$ cat src/rtl/burst_pattern_generator.sv
// Debounced push-button burst generator: header, payload, optional XOR trailer, then an idle gap.
// Define BURST_PATTERN_CHECKSUM_EN to include the TRAILER state and checksum register.
module burst_pattern_generator #(
  parameter int DEBOUNCE_CYCLES = 80000,
  parameter int BURST_LEN       = 1024,
  parameter int GAP_CYCLES      = 16
) (
  input  logic        clk_in,
  input  logic        rst_in,
  input  logic        trigger_in,
  input  logic        hold_in,
  output logic [31:0] data_out,
  output logic        valid_out,
  output logic        busy_out,
  output logic [15:0] seq_out
);

  localparam int DB_W = $clog2(DEBOUNCE_CYCLES + 1);
  localparam logic [DB_W-1:0] DB_LAST  = DB_W'(DEBOUNCE_CYCLES - 1);
  localparam logic [15:0]     LAST_IDX = 16'(BURST_LEN - 1);
  localparam logic [15:0]     GAP_LAST = 16'((GAP_CYCLES > 0) ? GAP_CYCLES - 1 : 0);

`ifdef BURST_PATTERN_CHECKSUM_EN
  typedef enum logic [2:0] {
    IDLE    = 3'd0,
    HEADER  = 3'd1,
    PAYLOAD = 3'd2,
    TRAILER = 3'd3,
    GAP     = 3'd4
  } state_t;
`else
  typedef enum logic [2:0] {
    IDLE    = 3'd0,
    HEADER  = 3'd1,
    PAYLOAD = 3'd2,
    GAP     = 3'd4
  } state_t;
`endif

  // Trigger synchronizer and debouncer.
  logic            sync1, sync2, db_level, db_level_q;
  logic [DB_W-1:0] db_cnt;
  logic            start;

  always_ff @(posedge clk_in) begin
    if (rst_in) begin
      sync1      <= 1'b0;
      sync2      <= 1'b0;
      db_level   <= 1'b0;
      db_level_q <= 1'b0;
      db_cnt     <= '0;
    end else begin
      sync1      <= trigger_in;
      sync2      <= sync1;
      db_level_q <= db_level;
      if (sync2 != db_level) begin
        if (db_cnt == DB_LAST) begin
          db_level <= ~db_level;
          db_cnt   <= '0;
        end else begin
          db_cnt <= db_cnt + 1'b1;
        end
      end else begin
        db_cnt <= '0;
      end
    end
  end

  assign start = db_level & ~db_level_q;

  // Output handshake: valid_out=1 presents data_out for exactly one cycle. hold_in is sampled
  // on the edge that would present the next word; when 1 that edge produces a bubble and the
  // FSM, index and checksum stay put, so the next word appears once hold_in drops.
  state_t      state, state_n;
  logic [31:0] data_n;
  logic        valid_n;
  logic [15:0] idx, idx_n, idx_inc;
  logic [15:0] gap_cnt, gap_n;
  logic [15:0] seq, seq_n;
`ifdef BURST_PATTERN_CHECKSUM_EN
  logic [31:0] csum, csum_n;
`endif

  assign idx_inc = idx + 16'd1;

  always_comb begin
    state_n = state;
    data_n  = data_out;
    valid_n = 1'b0;
    idx_n   = idx;
    gap_n   = gap_cnt;
    seq_n   = seq;
`ifdef BURST_PATTERN_CHECKSUM_EN
    csum_n  = csum;
`endif
    case (state)
      IDLE: begin
        if (start) begin
          state_n = HEADER;
          data_n  = {16'hA5A5, seq};
          valid_n = 1'b1;
          idx_n   = 16'd0;
`ifdef BURST_PATTERN_CHECKSUM_EN
          csum_n  = {16'hA5A5, seq};
`endif
        end
      end
      HEADER: begin
        if (!hold_in) begin
          state_n = PAYLOAD;
          data_n  = {seq, 16'd0};
          valid_n = 1'b1;
          idx_n   = 16'd0;
`ifdef BURST_PATTERN_CHECKSUM_EN
          csum_n  = csum ^ {seq, 16'd0};
`endif
        end
      end
      PAYLOAD: begin
        // idx is the index of the payload word currently on data_out.
        if (!hold_in) begin
          if (idx == LAST_IDX) begin
`ifdef BURST_PATTERN_CHECKSUM_EN
            state_n = TRAILER;
            data_n  = csum;
            valid_n = 1'b1;
`else
            state_n = GAP;
            gap_n   = 16'd0;
            seq_n   = seq + 16'd1;
`endif
          end else begin
            idx_n   = idx_inc;
            data_n  = {seq, idx_inc};
            valid_n = 1'b1;
`ifdef BURST_PATTERN_CHECKSUM_EN
            csum_n  = csum ^ {seq, idx_inc};
`endif
          end
        end
      end
`ifdef BURST_PATTERN_CHECKSUM_EN
      TRAILER: begin
        if (!hold_in) begin
          state_n = GAP;
          gap_n   = 16'd0;
          seq_n   = seq + 16'd1;
        end
      end
`endif
      GAP: begin
        // GAP_CYCLES of 0 and 1 both spend exactly one cycle here.
        if (gap_cnt == GAP_LAST) begin
          state_n = IDLE;
        end else begin
          gap_n = gap_cnt + 16'd1;
        end
      end
      default: state_n = IDLE;
    endcase
  end

  always_ff @(posedge clk_in) begin
    if (rst_in) begin
      state     <= IDLE;
      data_out  <= 32'h0;
      valid_out <= 1'b0;
      idx       <= 16'd0;
      gap_cnt   <= 16'd0;
      seq       <= 16'd0;
`ifdef BURST_PATTERN_CHECKSUM_EN
      csum      <= 32'h0;
`endif
    end else begin
      state     <= state_n;
      data_out  <= data_n;
      valid_out <= valid_n;
      idx       <= idx_n;
      gap_cnt   <= gap_n;
      seq       <= seq_n;
`ifdef BURST_PATTERN_CHECKSUM_EN
      csum      <= csum_n;
`endif
    end
  end

  assign busy_out = (state != IDLE);
  assign seq_out  = seq;

endmodule

$ cat config.mk
export PLATFORM = sky130hd
export DESIGN_NAME = burst_pattern_generator
export DESIGN_NICKNAME = d
export VERILOG_FILES = /design/src/rtl/burst_pattern_generator.sv
export SDC_FILE = /design/constraint.sdc
export NUM_CORES = 1
export LEC_CHECK = 0
export ABC_AREA = 1
export BUFFER_PORTS_ARGS = -buffer_cell sky130_fd_sc_hd__buf_2
export CAP_MARGIN = 20
export CORE_MARGIN = 2
export CORE_UTILIZATION = 50
export DETAILED_ROUTE_END_ITERATION = 8
export HOLD_SLACK_MARGIN = 0.02
export PLACE_DENSITY = 0.69
export SLEW_MARGIN = 0
export SYNTH_ARGS = -nofsm -noshare
export SYNTH_HDL_FRONTEND = slang
export SYNTH_SLANG_ARGS = --single-unit
$ cat constraint.sdc
create_clock -name clk_in -period 2.2 [get_ports clk_in]
set_clock_uncertainty 0.05 [all_clocks]
set_input_delay 0.44 -clock clk_in [delete_from_list [all_inputs] [get_ports clk_in]]
set_output_delay 0.44 -clock clk_in [all_outputs]
set_load 0.1 [all_outputs]
==> key figures <==
Logic synthesis
  – Synthesized area: ~5200 um^2
  – Mapped Cells: 785
  – Syn Nets: approximately 790
  – Post-synthesis cell type count: 34
  – Number of synthesized register bits: 105
  – Ys Warns: 0
  – Average size of a mapped cell: 6.66 um^2
  – Ranking of synthesized cells by area: dfxtp_1 (40%), nand2_1 (15%), nand3_1 (8.2%)
  – Top cell type by total area after synthesis: dfxtp_1
  – Top cell type's share of synthesized area: around two fifths
  – Register area share after synthesis: approximately two fifths

Power
  – Clock share of power: 36.7%
  – Logic pwr share: roughly 1.5%
  – Leakage: about 2.4 nW
  – Sequential power share: between 60% and 70%
  – Pwr Density: 525 nW/um^2
  – Switching power: around 0.72 mW
  – Sw Ratio: 23.4%
  – VDD IR max: 0.000316 V
  – Pint: between 2 and 2.5 mW
  – Power after layout: between 3 and 4 mW

Die
  – Core footprint: a little over 10000 um^2
  – Row cnt: 37
  – Die H: roughly 110 um
  – I/O pin total: between 50 and 60
  – Total die area: 11300 um^2
  – Initial Util: 51.1%
  – Die width: 106 um

Setup path
  – Worst reg2reg path depth: 7
  – Worst-path cell chain: ha_1 -> nand3_2 -> nor2_4 -> nand4_1 -> buf_4 -> nand3_1 -> a21oi_1
  – WP data required: 2.41 ns
  – Worst Setup SP: idx[0]
  – CP peak stage delay: approximately 0.43 ns
  – CP max FO: 17
  – Crit path launch type: flop
  – Buffers & Inverters on Critical Path: 1
  – R2r setup slk: around 0.15 ns
  – R2R Path End: gap_cnt[15]
  – Worst Path Arrival: 2.26 ns
  – Cell family with most CP delay: simple AND/OR/NAND/NOR gates
  – Reg-to-Reg Start: idx[0]
  – CP max stage cell: dfxtp_1
  – CP endpoint kind: flop
  – Setup Crit Path Kind: flop to flop

Clock tree
  – CTS Buf Count: 9
  – Worst skew pair latency: between 0.3 and 0.4 ns
  – CTS sink cnt: roughly 110
  – Clock Pin Slew Worst Setup and Hold Paths: 0.11 ns
  – Cts hold-fix bufs: 0
  – Clock Path Buffers: 2
  – H-tree depth: 3
  – CTS root buf: clkbuf_8
  – CTS tree: done

Global routing
  – Vias in the first global route: 4699
  – Maximum number of pins on one net before global-route repair: 47
  – GR peak layer: met2
  – Total gr overflow: 0
  – Met2 Resource Use GR: around 39%
  – Met1 Resource Use GR: 31.6%
  – GRT Total Usage: between 20% and 30%
  – Met3 Use GR: ~4.4%
  – Initial antenna violation count: 0
  – First-pass GRT wire length: 21.9 mm

Timing
  – Slew margin rel.: between 60% and 70%
  – Endpoints failing hold: 0
  – Fmax achieved: ~0.5 GHz
  – Slew @ Worst Pin: between 0.5 and 0.6 ns
  – Crit share post-route: just over 90%
  – WHS: roughly 0.22 ns
  – Final count of negative-setup-slack endpoints: 0
  – Final Max Tran Viols: 0
  – Unrepaired setup endpoints after global routing: no
  – Minimum clock period: around 2.1 ns
  – Setup tns final: 0 ns

Status
  – Status: complete, no violations

Min path
  – HP Start: trigger_in
  – Hold endpoint: sync1
  – Hold WC Path Type: primary input to flop
  – WHS Path Cells: 3

Routing
  – Final ANT Viol Nets: 0
  – DR WL/cell: around 13 um
  – Vias: approximately 5200
  – Drt via density: roughly 5.3
  – First-pass DRT Iterations: 5
  – Starting DRC count in detailed routing: 366
  – DRC viols: 0
  – Detailed-route wire length: between 10 and 15 mm

Finish
  – Filler instances: 992
  – Register Area: between 2000 and 2500 um^2
  – Final core occ: a little under three fifths
  – Area of the multi-input gates: 2700 um^2
  – Number of diodes: 0
  – Fin area: approximately 5900 um^2
  – Layout cells sized above 1: roughly an eighth
  – Area Growth Syn to Fin: 12.3%
  – Final net count: between 800 and 900

Placed design
  – Hpwl dp: 9.54 mm
  – I/O Buffers: 53
  – Routability cong.: approximately 0.92
  – DP Area: between 5000 and 6000 um^2

Run
  – Max-cap violations: 0
synth_stat cells:
cell type    n
nor3b_1      1
inv_1       79
buf_6        1
nand3_2      3
clkbuf_1    12
nand2_4      1
a31oi_1      3
o21ai_0     24
o22ai_1      1
and3_1       3
inv_2        4
nor3_4       1
or2_2        4
a21oi_1     78
o21ai_1      5
dfxtp_1    105
nand2_2      2
nor2_4       3
nand2_1    206
nand3b_1     1
ha_1         4
nand3_1     86
a21oi_4      1
nand4_1     16
o21bai_1     1
nand3b_2     1
nor3_1      24
nor2_1      89
buf_2        6
nor4_1       2
xor2_1      10
buf_4        5
nor2_2       2
xnor2_1      1
per-layer routing:
| layer | vias to the layer above | part of all wire, % | routed length, um |
|---|---|---|---|
| li1 | 2664 | - | - |
| met5 | - | 0 | 0 |
| met1 | 2303 | 45 | 5840 |
| met3 | 25 | 6.2 | 818 |
| met4 | 0 | 2.5 | 329 |
| met2 | 161 | 47 | 6130 |
registers in the layout (all words and copies together), names as in the netlist:
| signal | count |
|---|---|
| data_out | 32 |
| db_cnt | 17 |
| db_level | 1 |
| db_level_q | 1 |
| gap_cnt | 16 |
| idx | 16 |
| seq_out | 16 |
| state | 3 |
| sync1 | 1 |
| sync2 | 1 |
| valid_out | 1 |
through the flow:
stage          std cells  setup slack, ns
2_1_floorplan        785           0.0270
3_3_place_gp         965            0.247
3_5_place_dp         965            0.134
4_1_cts              980           0.0973
5_1_grt              980           0.0435
6_report             980            0.149
how the worst max path moves through the flow:
stage | cells after the start | to | slack [ns]
2_1_floorplan | 8 | idx[10] | 0.03
3_3_place_gp | 8 | idx[5] | 0.25
3_5_place_dp | 8 | idx[4] | 0.13
4_1_cts | 8 | idx[4] | 0.1
5_1_grt | 7 | gap_cnt[6] | 0.04
6_report | 7 | gap_cnt[15] | 0.15
cell usage in the layout, fill, tap and decap left out, types with 4 or more instances in the layout:
cell type and instances:
nand4_1 16, dfxtp_1 101, dfxtp_2 4, nand3_1 86, xor2_1 10, nand2_1 206, buf_4 13, clkbuf_8 10
inv_2 4, inv_1 79, buf_2 53, a21oi_1 78, ha_1 4, o21ai_0 24, o21ai_1 5, nor2_1 88
or2_2 4, nor3_1 24
cell families after synthesis:
family                     synth area share, %
AOI/OAI and AO/OA                         11.2
xor gates and xnor gates                  1.84
adders and majority gates                0.958
buffers and inverters                     8.33
DFF                                       40.2
and+or+nand+nor                           37.5
worst register-to-register path: stages (launching register included):
cell and delay [ns]:
dfxtp_1 0.43, ha_1 0.25, nand3_2 0.14, nor2_4 0.23, nand4_1 0.33, buf_4 0.33
nand3_1 0.10, a21oi_1 0.08
power groups by stage:
stage / clock network, mW / registers [mW] / logic [mW]
after floorplan: 0 / 1.95 / 0.0297
after global placement: 0 / 1.95 / 0.0459
after detailed placement: 0 / 1.95 / 0.0465
after CTS: 1.17 / 1.90 / 0.0464
after global routing: 1.24 / 1.90 / 0.0514
final: 1.13 / 1.90 / 0.0465
layout make-up:
class / instances / area share (%)
Clock buffer: 10 / 2.35
Clock inverter: 5 / 0.661
Inverter: 83 / 5.31
Multi-Input combinational cell: 573 / 46.0
Sequential cell: 105 / 35.9
Tap cell: 136 / 2.90
Timing Repair Buffer: 68 / 6.87
what timing repair did:
item | CTS | global route
setup buffers | 0 | 0
gates resized for setup | 0 | 2
endpoints found under the setup margin | 0 | 35
(Power assumes the default switching activity.)
